[src/rtl/buffer_arb_pkg.sv]
// rtl/buffer_arb_pkg.sv - shared types and helpers for the buffer write arbiter
// Purpose: FSM state encoding, requester limits and a one-hot to index helper
//          used by buffer_write_arbiter.
// Ports:   none (package).
package buffer_arb_pkg;

  typedef enum logic {
    IDLE  = 1'b0,
    BURST = 1'b1
  } arb_state_e;

  // Widest requester vector the arbiter supports; index helpers are sized for it.
  localparam int MAX_REQ = 8;
  localparam int IDX_W   = $clog2(MAX_REQ);

  function automatic logic [IDX_W-1:0] onehot_to_idx(input logic [MAX_REQ-1:0] oh);
    logic [IDX_W-1:0] idx;
    idx = '0;
    for (int i = 0; i < MAX_REQ; i++) begin
      if (oh[i]) idx = IDX_W'(i);
    end
    return idx;
  endfunction

endpackage

[src/rtl/rr_priority_picker.sv]
// rtl/rr_priority_picker.sv - combinational round-robin next-grant picker
// Purpose: selects the first asserted request searching ptr+1, ptr+2, ...
//          modulo NUM_REQ and returns it one-hot (all zero when req is 0).
// Ports:   req   in  NUM_REQ  request vector
//          ptr   in  PTR_W    index of the most recently granted requester
//          grant out NUM_REQ  one-hot pick
module rr_priority_picker #(
  parameter int NUM_REQ = 4,
  parameter int PTR_W   = $clog2(NUM_REQ)
) (
  input  logic [NUM_REQ-1:0] req,
  input  logic [PTR_W-1:0]   ptr,
  output logic [NUM_REQ-1:0] grant
);

  logic found;

  // Two passes avoid modulo arithmetic: first the indices above ptr, then wrap
  // around to the indices at or below ptr (ptr itself is lowest priority).
  always_comb begin
    grant = '0;
    found = 1'b0;
    for (int i = 0; i < NUM_REQ; i++) begin
      if (!found && req[i] && (PTR_W'(i) > ptr)) begin
        grant[i] = 1'b1;
        found    = 1'b1;
      end
    end
    for (int i = 0; i < NUM_REQ; i++) begin
      if (!found && req[i] && (PTR_W'(i) <= ptr)) begin
        grant[i] = 1'b1;
        found    = 1'b1;
      end
    end
  end

endmodule

[src/rtl/buffer_write_arbiter.sv]
// rtl/buffer_write_arbiter.sv - round-robin burst arbiter for one buffer write port
// Purpose: shares a single buffer write port among NUM_REQ producers, granting
//          one producer at a time for up to MAX_BURST words, honouring buf_full.
// Ports:   clk        in   clock, rising edge
//          rst        in   asynchronous reset, active-low
//          req        in   per-producer word-valid
//          req_data   in   producer i word at [i*WIDTH +: WIDTH]
//          grant      out  registered one-hot grant, 0 when idle
//          ack        out  per-producer word consumed this cycle
//          buf_wr_en  out  buffer write strobe
//          buf_data   out  word to buffer (0 when not writing)
//          buf_full   in   buffer full flag
//          busy       out  grant active
//          timeout    out  one-cycle pulse when a stalled grant is revoked
// Build option: ARB_TIMEOUT_EN adds the stall timer that revokes a grant after
//          TIMEOUT consecutive stalled cycles; without it timeout is tied 0.
module buffer_write_arbiter
  import buffer_arb_pkg::*;
#(
  parameter int NUM_REQ   = 4,
  parameter int WIDTH     = 8,
  parameter int MAX_BURST = 4,
  parameter int TIMEOUT   = 64
) (
  input  logic                     clk,
  input  logic                     rst,
  input  logic [NUM_REQ-1:0]       req,
  input  logic [NUM_REQ*WIDTH-1:0] req_data,
  output logic [NUM_REQ-1:0]       grant,
  output logic [NUM_REQ-1:0]       ack,
  output logic                     buf_wr_en,
  output logic [WIDTH-1:0]         buf_data,
  input  logic                     buf_full,
  output logic                     busy,
  output logic                     timeout
);

  localparam int PTR_W  = $clog2(NUM_REQ);
  localparam int BEAT_W = $clog2(MAX_BURST + 1);

  arb_state_e          state_q, state_d;
  logic [NUM_REQ-1:0]  grant_q, grant_d;
  logic [PTR_W-1:0]    ptr_q, ptr_d;
  logic [BEAT_W-1:0]   beat_cnt_q, beat_cnt_d;

  logic [NUM_REQ-1:0]  pick;
  logic [MAX_REQ-1:0]  pick_ext;
  logic                req_g;
  logic                fire;
  logic                last_beat;
  logic                revoke;
  logic [WIDTH-1:0]    slice_mux;

  rr_priority_picker #(
    .NUM_REQ (NUM_REQ),
    .PTR_W   (PTR_W)
  ) u_picker (
    .req   (req),
    .ptr   (ptr_q),
    .grant (pick)
  );

  always_comb begin
    req_g     = |(req & grant_q);
    fire      = (state_q == BURST) && req_g && !buf_full;
    last_beat = fire && (beat_cnt_q == BEAT_W'(MAX_BURST - 1));
    slice_mux = '0;
    for (int i = 0; i < NUM_REQ; i++) begin
      if (grant_q[i]) slice_mux = slice_mux | req_data[i*WIDTH +: WIDTH];
    end
    pick_ext                = '0;
    pick_ext[NUM_REQ-1:0]   = pick;
  end

`ifdef ARB_TIMEOUT_EN
  localparam int STALL_W = (TIMEOUT > 1) ? $clog2(TIMEOUT) : 1;

  logic [STALL_W-1:0] stall_cnt_q, stall_cnt_d;
  logic               stalled;

  // Counts consecutive cycles where the granted producer wants to write but the
  // buffer is full; any fire or leaving BURST clears it.
  always_comb begin
    stalled = (state_q == BURST) && req_g && buf_full;
    revoke  = stalled && (stall_cnt_q == STALL_W'(TIMEOUT - 1));
    if (stalled && !revoke) stall_cnt_d = stall_cnt_q + STALL_W'(1);
    else                    stall_cnt_d = '0;
  end

  always_ff @(posedge clk or negedge rst) begin
    if (!rst) stall_cnt_q <= '0;
    else      stall_cnt_q <= stall_cnt_d;
  end
`else
  // TIMEOUT only matters when the stall timer is built in.
  localparam int unused_timeout_param = TIMEOUT;
  assign revoke = 1'b0;
`endif

  always_ff @(posedge clk or negedge rst) begin
    if (!rst) begin
      state_q    <= IDLE;
      grant_q    <= '0;
      ptr_q      <= PTR_W'(NUM_REQ - 1);
      beat_cnt_q <= '0;
    end else begin
      state_q    <= state_d;
      grant_q    <= grant_d;
      ptr_q      <= ptr_d;
      beat_cnt_q <= beat_cnt_d;
    end
  end

  always_comb begin
    state_d    = state_q;
    grant_d    = grant_q;
    ptr_d      = ptr_q;
    beat_cnt_d = beat_cnt_q;
    case (state_q)
      IDLE: begin
        if (|req) begin
          state_d    = BURST;
          grant_d    = pick;
          ptr_d      = PTR_W'(onehot_to_idx(pick_ext));
          beat_cnt_d = '0;
        end
      end
      BURST: begin
        if (fire) beat_cnt_d = beat_cnt_q + BEAT_W'(1);
        // The final word of a burst is still accepted in the exit cycle.
        if (!req_g || last_beat || revoke) begin
          state_d = IDLE;
          grant_d = '0;
        end
      end
      default: begin
        state_d = IDLE;
        grant_d = '0;
      end
    endcase
  end

  always_comb begin
    grant     = grant_q;
    busy      = (state_q == BURST);
    buf_wr_en = fire;
    ack       = fire ? grant_q : '0;
    buf_data  = fire ? slice_mux : '0;
    timeout   = revoke;
  end

endmodule

[config.mk]
export PLATFORM = sky130hd
export DESIGN_NAME = buffer_write_arbiter
export DESIGN_NICKNAME = d
export VERILOG_FILES = /design/src/rtl/buffer_arb_pkg.sv /design/src/rtl/rr_priority_picker.sv /design/src/rtl/buffer_write_arbiter.sv
export SDC_FILE = /design/constraint.sdc
export NUM_CORES = 1
export LEC_CHECK = 0
export BUFFER_PORTS_ARGS = -buffer_cell sky130_fd_sc_hd__clkbuf_2
export CAP_MARGIN = 20
export CORE_MARGIN = 8
export CORE_UTILIZATION = 35
export DETAILED_ROUTE_END_ITERATION = 8
export PLACE_DENSITY = 0.76
export SLEW_MARGIN = 20
export SYNTH_ARGS = -nofsm -noshare
export SYNTH_HDL_FRONTEND = slang
export SYNTH_HIERARCHICAL = 1
export SYNTH_SLANG_ARGS = --single-unit
[constraint.sdc]
create_clock -name clk -period 1.63 [get_ports clk]
set_clock_uncertainty 0.15 [all_clocks]
set_input_delay 0.0815 -clock clk [delete_from_list [all_inputs] [get_ports clk]]
set_output_delay 0.0815 -clock clk [all_outputs]
set_load 0.005 [all_outputs]
==> results.toml <==
[timing]
fin_ws_ns = -0.04584
fin_tns_setup_ns = -0.4399
min_period_over_period = 1.028
slew_violations = 0
setup_violations = 13
layout_min_cycle_time_ns = 1.676
final_hold_viol_count = 0
clock.fmax_mhz = 596.7
rsz0062_at_grt = "true"

[clocking]
clock_latency_ns = 0.26
clk_pin_slew_worst_paths_ns = 0.07
clockBufferDepth = 2
cts_buffers = 3
cts_tree = "built"
clock_sinks = 10
cts.htree.levels = 1
root_buffer = "clkbuf_4"

[floorplanning]
rows = 19
io_pins = 58
fp.dieH_um = 68.06
die-area_um2 = 4631
start_util = 0.3562
die_w_um = 68.06
coreArea_um2 = 2663

[pwr]
vdd_drop_max_uv = 806.8
pwr-share-comb = 0.631
swShare = 0.4311
power_leakage_nw = 0.7092
netSwitchingPower_w = 0.0006996
p_per_area_nw_per_um2 = 1167
p_total_w = 0.001623
intPower_w = 0.0009231
pwr-share-clk = 0.109
seqPwrFrac = 0.260

[setup_path]
crit_family = "compound AO/OA/AOI/OAI gates"
required_ns = 1.40
crit_path_end_kind = "output port"
path_depth = 5
path_cells = "a22o_1, o21ai_4, buf_12, a21oi_1, clkbuf_2"
cp-start-kind = "flop"
slowest_delay_ns = 0.39
crit_fanout = 13
reg2regPathDepth = 4
cp_num_buf_inv = 2
critPathKind = "flop to output port"
worstPathArrival_ns = 1.44
slowest_stage = "dfrtp_1"

[route]
drt-initial-drc-count = 65
routed.top_layer = "met4"
viasPerCell = 5.502
drc = 0
post_drt_wl_per_cell_um = 15.81
wl_met1_um = 1154
ant_nets = 0
met2_length_um = 1913
vias = 1161
route.met3.wl_um = 220
dr.pass1.iters = 4
wl_um = 3335

[synthesis]
yosys.area.top_type = "dfrtp_1"
synth_compound_area_frac = 0.4195
syn_avg_cell_area_um2 = 8.393
yosys.area.top_type_share = 0.2111
ys_warn_count = 6
ys_async_sr_fraction = 1.000
synthTopCellsByArea = "dfrtp_1, a22oi_1, a21oi_1"
synth.ff_latch_count = 10
ys.flop_type = "dfrtp_1"
ys_types = 41
synth_fp_nets = 154
syn_inst = 113
netlist_area_um2 = 948.4
synthXorXnorAreaFrac = 0
synthSimpleGateAreaFrac = 0.1451
seq_area_frac_synth = 0.2665
synthAdderAreaFrac = 0.02639
synth-edff-count = 0
synth_top_family_by_area = "compound AO/OA/AOI/OAI gates"
synth_mux_area_frac = 0.03166

[hold_path]
min_path_type = "input port to async pin"

[global_routing]
antenna_found_initial = 0
grt_pass1_vias = 1150
overflow = 0
grt_pass1_wl_um = 5043
grt_start_max_net_pins = 15
grt.total_usage = 0.1354

[run_status]
violations = "setup timing"
status = "finished with violations"

[placement]
portBuffers = 56
dp_slack_ns = 0.0008898
place_congestion = 0.8553
hpwl_um = 2570

[cells_and_area]
fill_cells = 264
nets = 222
drive_above_1_share = 0.5000
diodes = 0
syn_to_final_growth_pct = 46.57

[job]
maxCapViolations = 0
-- kinds of logic after synthesis --
family / count (synthesis)
compound gates: 56
simple gates: 21
buf+inv: 20
flops: 10
mux: 3
fa+ha+maj: 2
other cells: 1
-- metal layers --
layer | GRT usage | vias up
li1 | - | 563
met1 | 0.1460 | 560
met2 | 0.2556 | 34
met3 | 0.02128 | 4
met4 | 0.05371 | 0
met5 | 0 | -
-- final timing paths --
| path | from | end | slack [ns] |
|---|---|---|---|
| max | grant[2] | buf_data[5] | -0.05 |
| min | rst | beat_cnt_q[0] | 0.07 |
| max reg2reg | grant[1] | grant[2] | 0.04 |
| min reg2reg | ptr_q[0] | ptr_q[0] | 0.41 |
| max in group asynchronous | rst | ptr_q[1] | 0.99 |
| min in group clk | buf_full | busy | 0.09 |
-- flip-flops by register name, indices dropped and copies added, names as in the netlist --
register    cells
ptr_q           2
busy            1
grant           4
beat_cnt_q      3
-- placed cells by master (no fill, tap or decap), types with 2 or more instances in the layout --
cell type  count
clkbuf_2      56
a22oi_1       18
buf_4         13
inv_1         11
a21oi_1       11
o21ai_0       10
dfrtp_1        8
nor2_1         6
mux2i_1        3
and3_2         3
a211o_1        3
clkbuf_4       3
nor2b_2        2
dfstp_2        2
o22ai_1        2
-- cells in the mapped netlist, types with 2 or more instances --
cell type,count
ha_1,2
nor2_1,6
buf_1,3
inv_1,11
nor2b_1,2
o21ai_0,10
buf_4,2
dfstp_2,2
a22oi_1,18
dfrtp_1,8
a211o_1,3
a21oi_1,11
nor3b_1,2
and3_2,3
o22ai_1,2
mux2i_1,3
-- cell type report --
class                   count  area [um^2]  share of cell area
well taps                  31        38.79             0.02790
clock buffers               4        26.28             0.01890
repair buffers             71        407.9              0.2934
inverters                  12        45.04             0.03240
flip-flops and latches     10        252.7              0.1818
multi-input cells          83        619.3              0.4455
-- power groups by stage --
stage          clock network, W  logic (W)  registers [W]
4_1_cts                0.000184   0.000984       0.000419
2_1_floorplan                 0   0.000560       0.000439
3_5_place_dp                  0   0.000894       0.000446
6_report               0.000177    0.00102       0.000422
5_1_grt                0.000199    0.00113       0.000429
3_3_place_gp                  0   0.000865       0.000438
-- timing repair --
item | in CTS | in global routing
hold endpoints to repair | 10 | 0
setup buffers | 5 | 1
hold buffers | 1 | 0
gates resized for setup | 0 | 6
setup endpoints to repair | 17 | 17
pin swaps | 3 | 3
-- metrics by stage --
step	hold slack, ns	area (um^2)	cells	util
2_1_floorplan	-0.3641	948.4	113	-
6_report	0.06568	1390	211	0.5221
3_3_place_gp	-0.1943	1284	200	0.4821
3_5_place_dp	-0.1842	1284	200	0.4821
5_1_grt	0.08953	1390	211	0.5221
4_1_cts	0.05239	1358	210	0.5099
(Power assumes the default switching activity.)
